[config.mk]
export PLATFORM = sky130hd
export DESIGN_NAME = reg_file_scoreboard
export DESIGN_NICKNAME = d
export VERILOG_FILES = /design/src/rtl/reg_file_scoreboard.sv
export SDC_FILE = /design/constraint.sdc
export NUM_CORES = 1
export LEC_CHECK = 0
export ABC_CLOCK_PERIOD_IN_PS = 6400
export BUFFER_PORTS_ARGS = -buffer_cell sky130_fd_sc_hd__buf_4
export CAP_MARGIN = 10
export CORE_MARGIN = 2
export CORE_UTILIZATION = 30
export CTS_CLUSTER_DIAMETER = 200
export DETAILED_ROUTE_END_ITERATION = 16
export HOLD_SLACK_MARGIN = 0.06
export PLACE_DENSITY_LB_ADDON = 0.2
export SETUP_SLACK_MARGIN = 0.1
export SLEW_MARGIN = 20
export SYNTH_ARGS = -nofsm -noshare
export SYNTH_HDL_FRONTEND = slang
export SYNTH_SLANG_ARGS = --single-unit
[constraint.sdc]
create_clock -name clk -period 6.4 [get_ports clk]
set_input_delay 0.64 -clock clk [delete_from_list [all_inputs] [get_ports clk]]
set_output_delay 0.64 -clock clk [all_outputs]
set_load 0.01 [all_outputs]
[src/rtl/reg_file_scoreboard.sv]
// General-purpose register file with two read ports, one write-back port
// and a per-register pending-write scoreboard for decode hazard stalls.
module reg_file_scoreboard #(
    parameter int WIDTH = 32,
    parameter int REGS  = 16,
    parameter int CNT_W = 2
) (
    input  logic                          clk,
    input  logic                          clear,
    input  logic [$clog2(REGS)-1:0]       rs1_addr,
    input  logic [$clog2(REGS)-1:0]       rs2_addr,
    output logic [WIDTH-1:0]              rd1,
    output logic [WIDTH-1:0]              rd2,
    output logic                          rs1_busy,
    output logic                          rs2_busy,
    input  logic                          issue_en,
    input  logic [$clog2(REGS)-1:0]       issue_rd,
    output logic                          issue_ok,
    input  logic                          wb_en,
    input  logic [$clog2(REGS)-1:0]       wb_addr,
    input  logic [WIDTH-1:0]              wb_data,
    output logic                          wb_err,
    output logic [$clog2(REGS)+CNT_W-1:0] inflight
);

    localparam int AW = $clog2(REGS);
    localparam int IW = AW + CNT_W;
    localparam logic [CNT_W-1:0] CMAX = '1;

    logic [WIDTH-1:0] regs_q [REGS];
    logic [CNT_W-1:0] cnt_q  [REGS];
    logic [CNT_W-1:0] cnt_d  [REGS];
    logic             err_q;
    logic             err_d;
    logic [IW-1:0]    infl_q;
    logic [IW-1:0]    infl_d;

    logic wb_live;
    logic iss_live;
    logic wb_hit1;
    logic wb_hit2;

    assign wb_live = wb_en && (wb_addr != '0);
    assign wb_hit1 = wb_en && (wb_addr == rs1_addr);
    assign wb_hit2 = wb_en && (wb_addr == rs2_addr);

    // Same-cycle write-back is forwarded so decode never reads a stale value.
    always_comb begin
        rd1 = '0;
        rd2 = '0;
        if (rs1_addr != '0) begin
            rd1 = wb_hit1 ? wb_data : regs_q[rs1_addr];
        end
        if (rs2_addr != '0) begin
            rd2 = wb_hit2 ? wb_data : regs_q[rs2_addr];
        end
    end

    // A retiring last write is bypassed, so it no longer stalls the reader.
    always_comb begin
        rs1_busy = 1'b0;
        rs2_busy = 1'b0;
        if (rs1_addr != '0) begin
            rs1_busy = (cnt_q[rs1_addr] != '0) &&
                       !((cnt_q[rs1_addr] == CNT_W'(1)) && wb_hit1);
        end
        if (rs2_addr != '0) begin
            rs2_busy = (cnt_q[rs2_addr] != '0) &&
                       !((cnt_q[rs2_addr] == CNT_W'(1)) && wb_hit2);
        end
    end

    always_comb begin
        issue_ok = !issue_en
                || (issue_rd == '0)
                || (cnt_q[issue_rd] != CMAX)
                || (wb_en && (wb_addr == issue_rd));
    end

    assign iss_live = issue_en && issue_ok && (issue_rd != '0);

    always_comb begin
        logic inc;
        logic dec;
        infl_d = '0;
        for (int r = 0; r < REGS; r++) begin
            inc = iss_live && (issue_rd == AW'(r));
            dec = wb_live && (wb_addr == AW'(r)) && (cnt_q[r] != '0);
            cnt_d[r] = cnt_q[r];
            if (inc && !dec) begin
                cnt_d[r] = cnt_q[r] + CNT_W'(1);
            end else if (dec && !inc) begin
                cnt_d[r] = cnt_q[r] - CNT_W'(1);
            end
            infl_d = infl_d + IW'(cnt_d[r]);
        end
    end

    always_comb begin
        err_d = err_q;
        if (wb_live && (cnt_q[wb_addr] == '0) &&
            !(iss_live && (issue_rd == wb_addr))) begin
            err_d = 1'b1;
        end
    end

    always_ff @(posedge clk) begin
        if (clear) begin
            for (int r = 0; r < REGS; r++) begin
                regs_q[r] <= '0;
                cnt_q[r]  <= '0;
            end
            err_q  <= 1'b0;
            infl_q <= '0;
        end else begin
            if (wb_live) begin
                regs_q[wb_addr] <= wb_data;
            end
            cnt_q  <= cnt_d;
            err_q  <= err_d;
            infl_q <= infl_d;
        end
    end

    assign wb_err   = err_q;
    assign inflight = infl_q;

endmodule

==> out/qor.csv, run 1 <==
metric,value,unit
synth_compound_area_share,3.26,%
cp_slowest_cell,fa_1,
ir_drop,169,uV
syn_avg_cell_area,14.3,um2
nets,2414,
path_common_cell,fa_1,
synth-xor-area-share,1.24,%
ys_ff_latch,551,
syn2layout_area_growth,15.0,%
timing.critical_path.cells,"mux4_2, nand2_1, and4_1, o311a_1, maj3_1, nor2_1, a21oi_1, fa_1, inv_1, fa_1, inv_1, fa_1, fa_1, fa_1, ha_1, inv_1, fa_1, nor2b_1, o21ai_0, a21oi_1",
ys_top_cells_by_count,"512 x edfxtp_1, 482 x and2_1, 345 x mux4_2",
postCtsSetupBuffers,0,
synth_area_leader_cell,edfxtp_1,
drc_errors,0,
fp.dieH,329,um
finalMaxSlewViolations,0,
die_width,329,um
synth_fa_ha_area_share,2.94,%
vias,20500,
startpoint_type,flop,
synth.most_common_cell,edfxtp_1,
timing.fmax,0.167,GHz
setup_violations,0,
synth_top_cell_area_share,48.5,%
worst_slew_pin_slew,1.01,ns
netlist_area,31700,um2
synth_cell_types,58,
ys.flop_type,edfxtp_1,
critPathRequiredTime,6.95,ns
path_max_fanout,7,
start_util,30.2,%
postCtsHoldBufs,0,
h-tree-depth,3,
worstSetupPathType,flop to flop,
slew_headroom,32.9,%
endpoint_kind,flop,
cts.sinks,551,
crit_path_max_incr_delay,0.55,ns
wl_per_cell,29.9,um
muxShareOfSynthArea,24.6,%
crit_start,cnt_q[27],
rr_worst_depth,20,
crit-reg2reg-launch,cnt_q[27],
root_buffer,clkbuf_16,
final_cells,3757,
ys_warn_count,0,
clock_path_buffers,3,
path_clk_slew,0.06,ns
critPathArrivalTime,6.54,ns
vias_per_cell,5.45,
io_pins,126,
wirelength,112000,um
ctsResizeCount,0,
power.leakage,12.5,nW
syn_inst,2213,
synth-async-reset-ratio,0,%
fin_area,36500,um2
drive_above_1_share,29.0,%
grt_use_total,20.9,%
finClkSkew,0.0222,ns
cts_tree,yes,
placed_area,34500,um2
hp-start,wb_data[28],
core_area,105000,um2
outcome,"finished, final reports clean",
antenna_found_initial,8,
drt-initial-drc-count,2285,
rsz0062_at_grt,no,
synth_top_family_by_area,multiplexers,
synth_area_leaders,"edfxtp_1 48%, mux4_2 24%, and2_1 9.5%",
post-route-period-util,93.6,%
ant_nets,0,
first_pass_iters,6,
hold_path_depth,2,
min_period,5.99,ns
grt_pass1_vias,21300,
maxCapViolations,0,
power.density,260,nW/um2
yosysSeqAreaShare,50.9,%
hold_path.class,primary input to flop,
finalHoldViolations,0,
grt_max_degree,73,
synthSimpleGateAreaFrac,13.6,%
dp_hpwl,62300,um
dp_cells,3635,
clk_latency,0.62,ns
synth_edf_count,512,
port_buffers,125,
gp_congestion,0.908,
num_rows,119,
numCtsBuffers,67,
grt_pass1_wl,160000,um
dieArea,108000,um2
grt.overflow.total,0,
-- per-stage QoR --
step                util, %  hold slack (ns)  setup TNS, ns  power, mW  setup WS [ns]
floorplan                 -            0.439              0       5.32          0.387
global placement       32.8            0.491              0       5.95         0.0617
detailed placement     32.8            0.485        -0.0653       5.98        -0.0653
CTS                    34.7            0.378              0       9.60          0.395
global route           34.7            0.417              0       9.86          0.115
finish                 34.7            0.418              0       9.50          0.408
-- cells by family after synthesis --
family	Yosys count
buf+inv	275
compound gates	161
other cells	1
mux	347
xor+xnor	45
fa+ha+maj	61
simple gates	772
flops	551
-- sequential cells by signal, indices dropped and copies added (netlist names) --
register	flops
regs_q	512
cnt_q	32
inflight	6
wb_err	1
-- routing by layer --
| layer | GRT usage, % | wire length [um] | vias to the layer above |
|---|---|---|---|
| met2 | 33.6 | 53900 | 845 |
| met3 | 3.11 | 7810 | 160 |
| met4 | 5.92 | 2690 | 4 |
| li1 | - | - | 8513 |
| met1 | 29.3 | 48000 | 11000 |
| met5 | 0 | 27 | - |
-- cell type report --
class	count	area, um2
clock inverters	28	208
repair buffers	200	1540
flip-flops and latches	551	16200
diodes	2	5.00
multi-input cells	1418	14700
fillers	10200	68600
well taps	1391	1740
inverters	75	282
clock buffers	92	1810
-- placed cells by master (no fill, tap or decap), types with 23 or more instances in the layout --
cell type | synthesis | routed
buf_4 | 1 | 195
dfxtp_1 | 39 | 39
conb_1 | 1 | 32
clkbuf_16 | 0 | 69
ha_1 | 23 | 23
inv_1 | 75 | 75
and2_1 | 482 | 482
edfxtp_1 | 512 | 512
mux4_2 | 345 | 345
nand2_1 | 149 | 149
clkbuf_1 | 135 | 23
xnor2_1 | 34 | 34
nor2_1 | 52 | 37
a21oi_1 | 96 | 96
fa_1 | 26 | 26
-- worst max-delay path, delay by kind of cell (launching register included) --
kind,cells,cell delay [ns]
flops,1,0.52
compound gates,4,0.73
buf+inv,3,0.21
fa+ha+maj,8,3.47
simple gates,4,0.66
mux,1,0.32
-- final timing paths --
check,endpoint,slack (ns)
worst max-delay path,inflight[5],0.41
worst min-delay path,regs_q[12][28],0.42
worst max register to register,inflight[5],0.41
worst min register to register,wb_err,0.50
-- power by group --
part,internal [mW],total (mW),leakage (nW),switching (mW)
Sequential,4.16,4.27,5.21,0.111
Combinational,0.747,1.62,6.35,0.873
Clock,2.00,3.61,0.973,1.60
Total,6.91,9.50,12.5,2.59
No activity file was read; power rests on OpenSTA's default activity.
==> run 2, diff against run 1 <==
Settings changed: ABC_CLOCK_PERIOD_IN_PS 6400 to 5500, CORE_ASPECT_RATIO from default to 1.2.
Clock period 6.4 ns to 5.5 ns, I/O delays scaled along.
==> run 2 against run 1 <==
Register-to-register slack worse by 0.52 ns. Design area up 4.2%. Power up 21%. Fmax up 6.7%. Sequential share of layout area down 1.8 points. Largest cell class unchanged. Sequential power up 16%. Cell count up 4.2%. The flow now finishes with violations (setup timing). Critical path depth unchanged. Global-route usage down 0.47 points. Via count up 2.0%. Non-clock buffer count up 167. First-iteration DRC count down 20%. Critical endpoint is now inflight[4].
==> out/qor.csv, run 2 (synthesized netlist as in run 1, its figures left out) <==
metric,value,unit
critPathArrivalTime,6.12,ns
finalMaxSlewViolations,0,
grt.overflow.total,0,
largest_register,regs_q,
comb_power_share,18.1,%
wirelength,111000,um
p_sw_share,26.6,%
die_width,301,um
grt_pass1_vias,22100,
root_buffer,clkbuf_16,
antenna_found_initial,8,
clock_path_buffers,3,
post-route-period-util,102,%
timing.fmax,0.178,GHz
switchingPower,3.04,mW
layout_commonest_cell,edfxtp_1,
gp_congestion,0.866,
largest_reg_flops,512,
fin_util,36.3,%
placed_area,35500,um2
num_rows,130,
violations,setup timing,
setup_ws,-0.114,ns
h-tree-depth,2,
worst_slew_pin_slew,1.10,ns
io_pins,126,
cts_tree,yes,
drc_errors,0,
fp.dieH,360,um
vias,20900,
dp_hpwl,66200,um
fill_cells,10000,
ant_nets,0,
wl_per_cell,28.4,um
clk_latency,0.65,ns
start_util,30.3,%
startpoint_type,flop,
drive_above_1_share,35.8,%
vias_per_cell,5.34,
numCtsBuffers,60,
finalHoldViolations,0,
drt-initial-drc-count,1827,
core_area,105000,um2
power_frac_seq,43.3,%
grt_pass1_wl,158000,um
power.total,11.5,mW
finClkSkew,0.0147,ns
p_clk_share,38.6,%
fin_area,38000,um2
rsz0062_at_grt,yes,
min_period,5.61,ns
grt_max_degree,66,
outcome,"complete, but fails checks",
power.density,301,nW/um2
maxCapViolations,0,
slew_headroom,26.8,%
intPower,8.41,mW
final_cell_mix,"512 x edfxtp_1, 482 x and2_1, 357 x buf_4",
syn2layout_area_growth,19.8,%
path_max_fanout,6,
critPathRequiredTime,6.01,ns
ir_drop,217,uV
place_ws,-0.838,ns
hold_path.class,primary input to flop,
cts.sinks,551,
first_pass_iters,5,
nets,2574,
postCtsHoldBufs,0,
setup_violations,4,
power.leakage,13.4,nW
worstSetupPathType,flop to flop,
grt_use_total,20.4,%
path_clk_slew,0.07,ns
port_buffers,125,
dieArea,108000,um2
endpoint_kind,flop,
holdWs,0.300,ns
run 2: critical path, stage by stage (launching register included):
cell     delay (ns)
dfxtp_1        0.36
mux4_2         0.48
a22oi_2        0.19
buf_4          0.16
nand3_4        0.16
a31oi_4        0.19
buf_4          0.15
o21ai_0        0.14
a22oi_2        0.27
fa_1           0.47
fa_1           0.49
inv_1          0.06
fa_2           0.50
fa_1           0.58
fa_1           0.42
ha_2           0.20
buf_4          0.12
a21o_1         0.18
a21oi_2        0.14
xor2_1         0.15
nor2_1         0.05
run 2: final timing paths:
check | end | slack, ns | start | cells past startpoint
min | regs_q[5][13] | 0.30 | wb_data[13] | 2
min reg2reg | wb_err | 0.50 | wb_err | 2
max reg2reg | inflight[4] | -0.11 | cnt_q[10] | 20
max | inflight[4] | -0.11 | cnt_q[10] | 20
run 2: power by group through the flow:
| stage | Clock (mW) | Combinational (mW) | Sequential [mW] |
|---|---|---|---|
| final | 4.43 | 2.07 | 4.95 |
| after global routing | 4.64 | 2.23 | 4.98 |
| after detailed placement | 0 | 2.01 | 5.04 |
| after floorplan | 0 | 1.21 | 5.00 |
| after CTS | 4.50 | 2.09 | 4.95 |
| after global placement | 0 | 2.00 | 5.02 |
run 2: area by class of cell:
cell class	count	area [um2]	area share, %
Timing Repair Buffer	367	2840	7.46
Sequential cell	551	16200	42.5
Antenna cell	3	7.51	0.0197
Tap cell	1386	1730	4.56
Inverter	75	282	0.740
Multi-Input combinational cell	1418	14900	39.2
Clock inverter	45	527	1.39
Clock buffer	69	1580	4.15
run 2: timing repair:
action                     4_1_cts  5_1_grt
gates resized for setup         22        7
setup endpoints to repair        4        4
buffers inserted                35        4
pin swaps                       24        9
run 2: per-stage QoR:
stage               cells  setup TNS (ns)
floorplan            2244          -0.815
global placement     3758           -3.11
detailed placement   3758           -3.43
CTS                  3907          -0.360
global route         3911           -1.17
finish               3914          -0.313
run 2: layer usage:
layer	track usage (%)	wire length, um	vias to the layer above
met3	2.88	6850	204
met4	6.57	3820	0
met5	0	0	-
li1	-	-	8823
met2	36.2	57400	828
met1	25.4	43300	11000
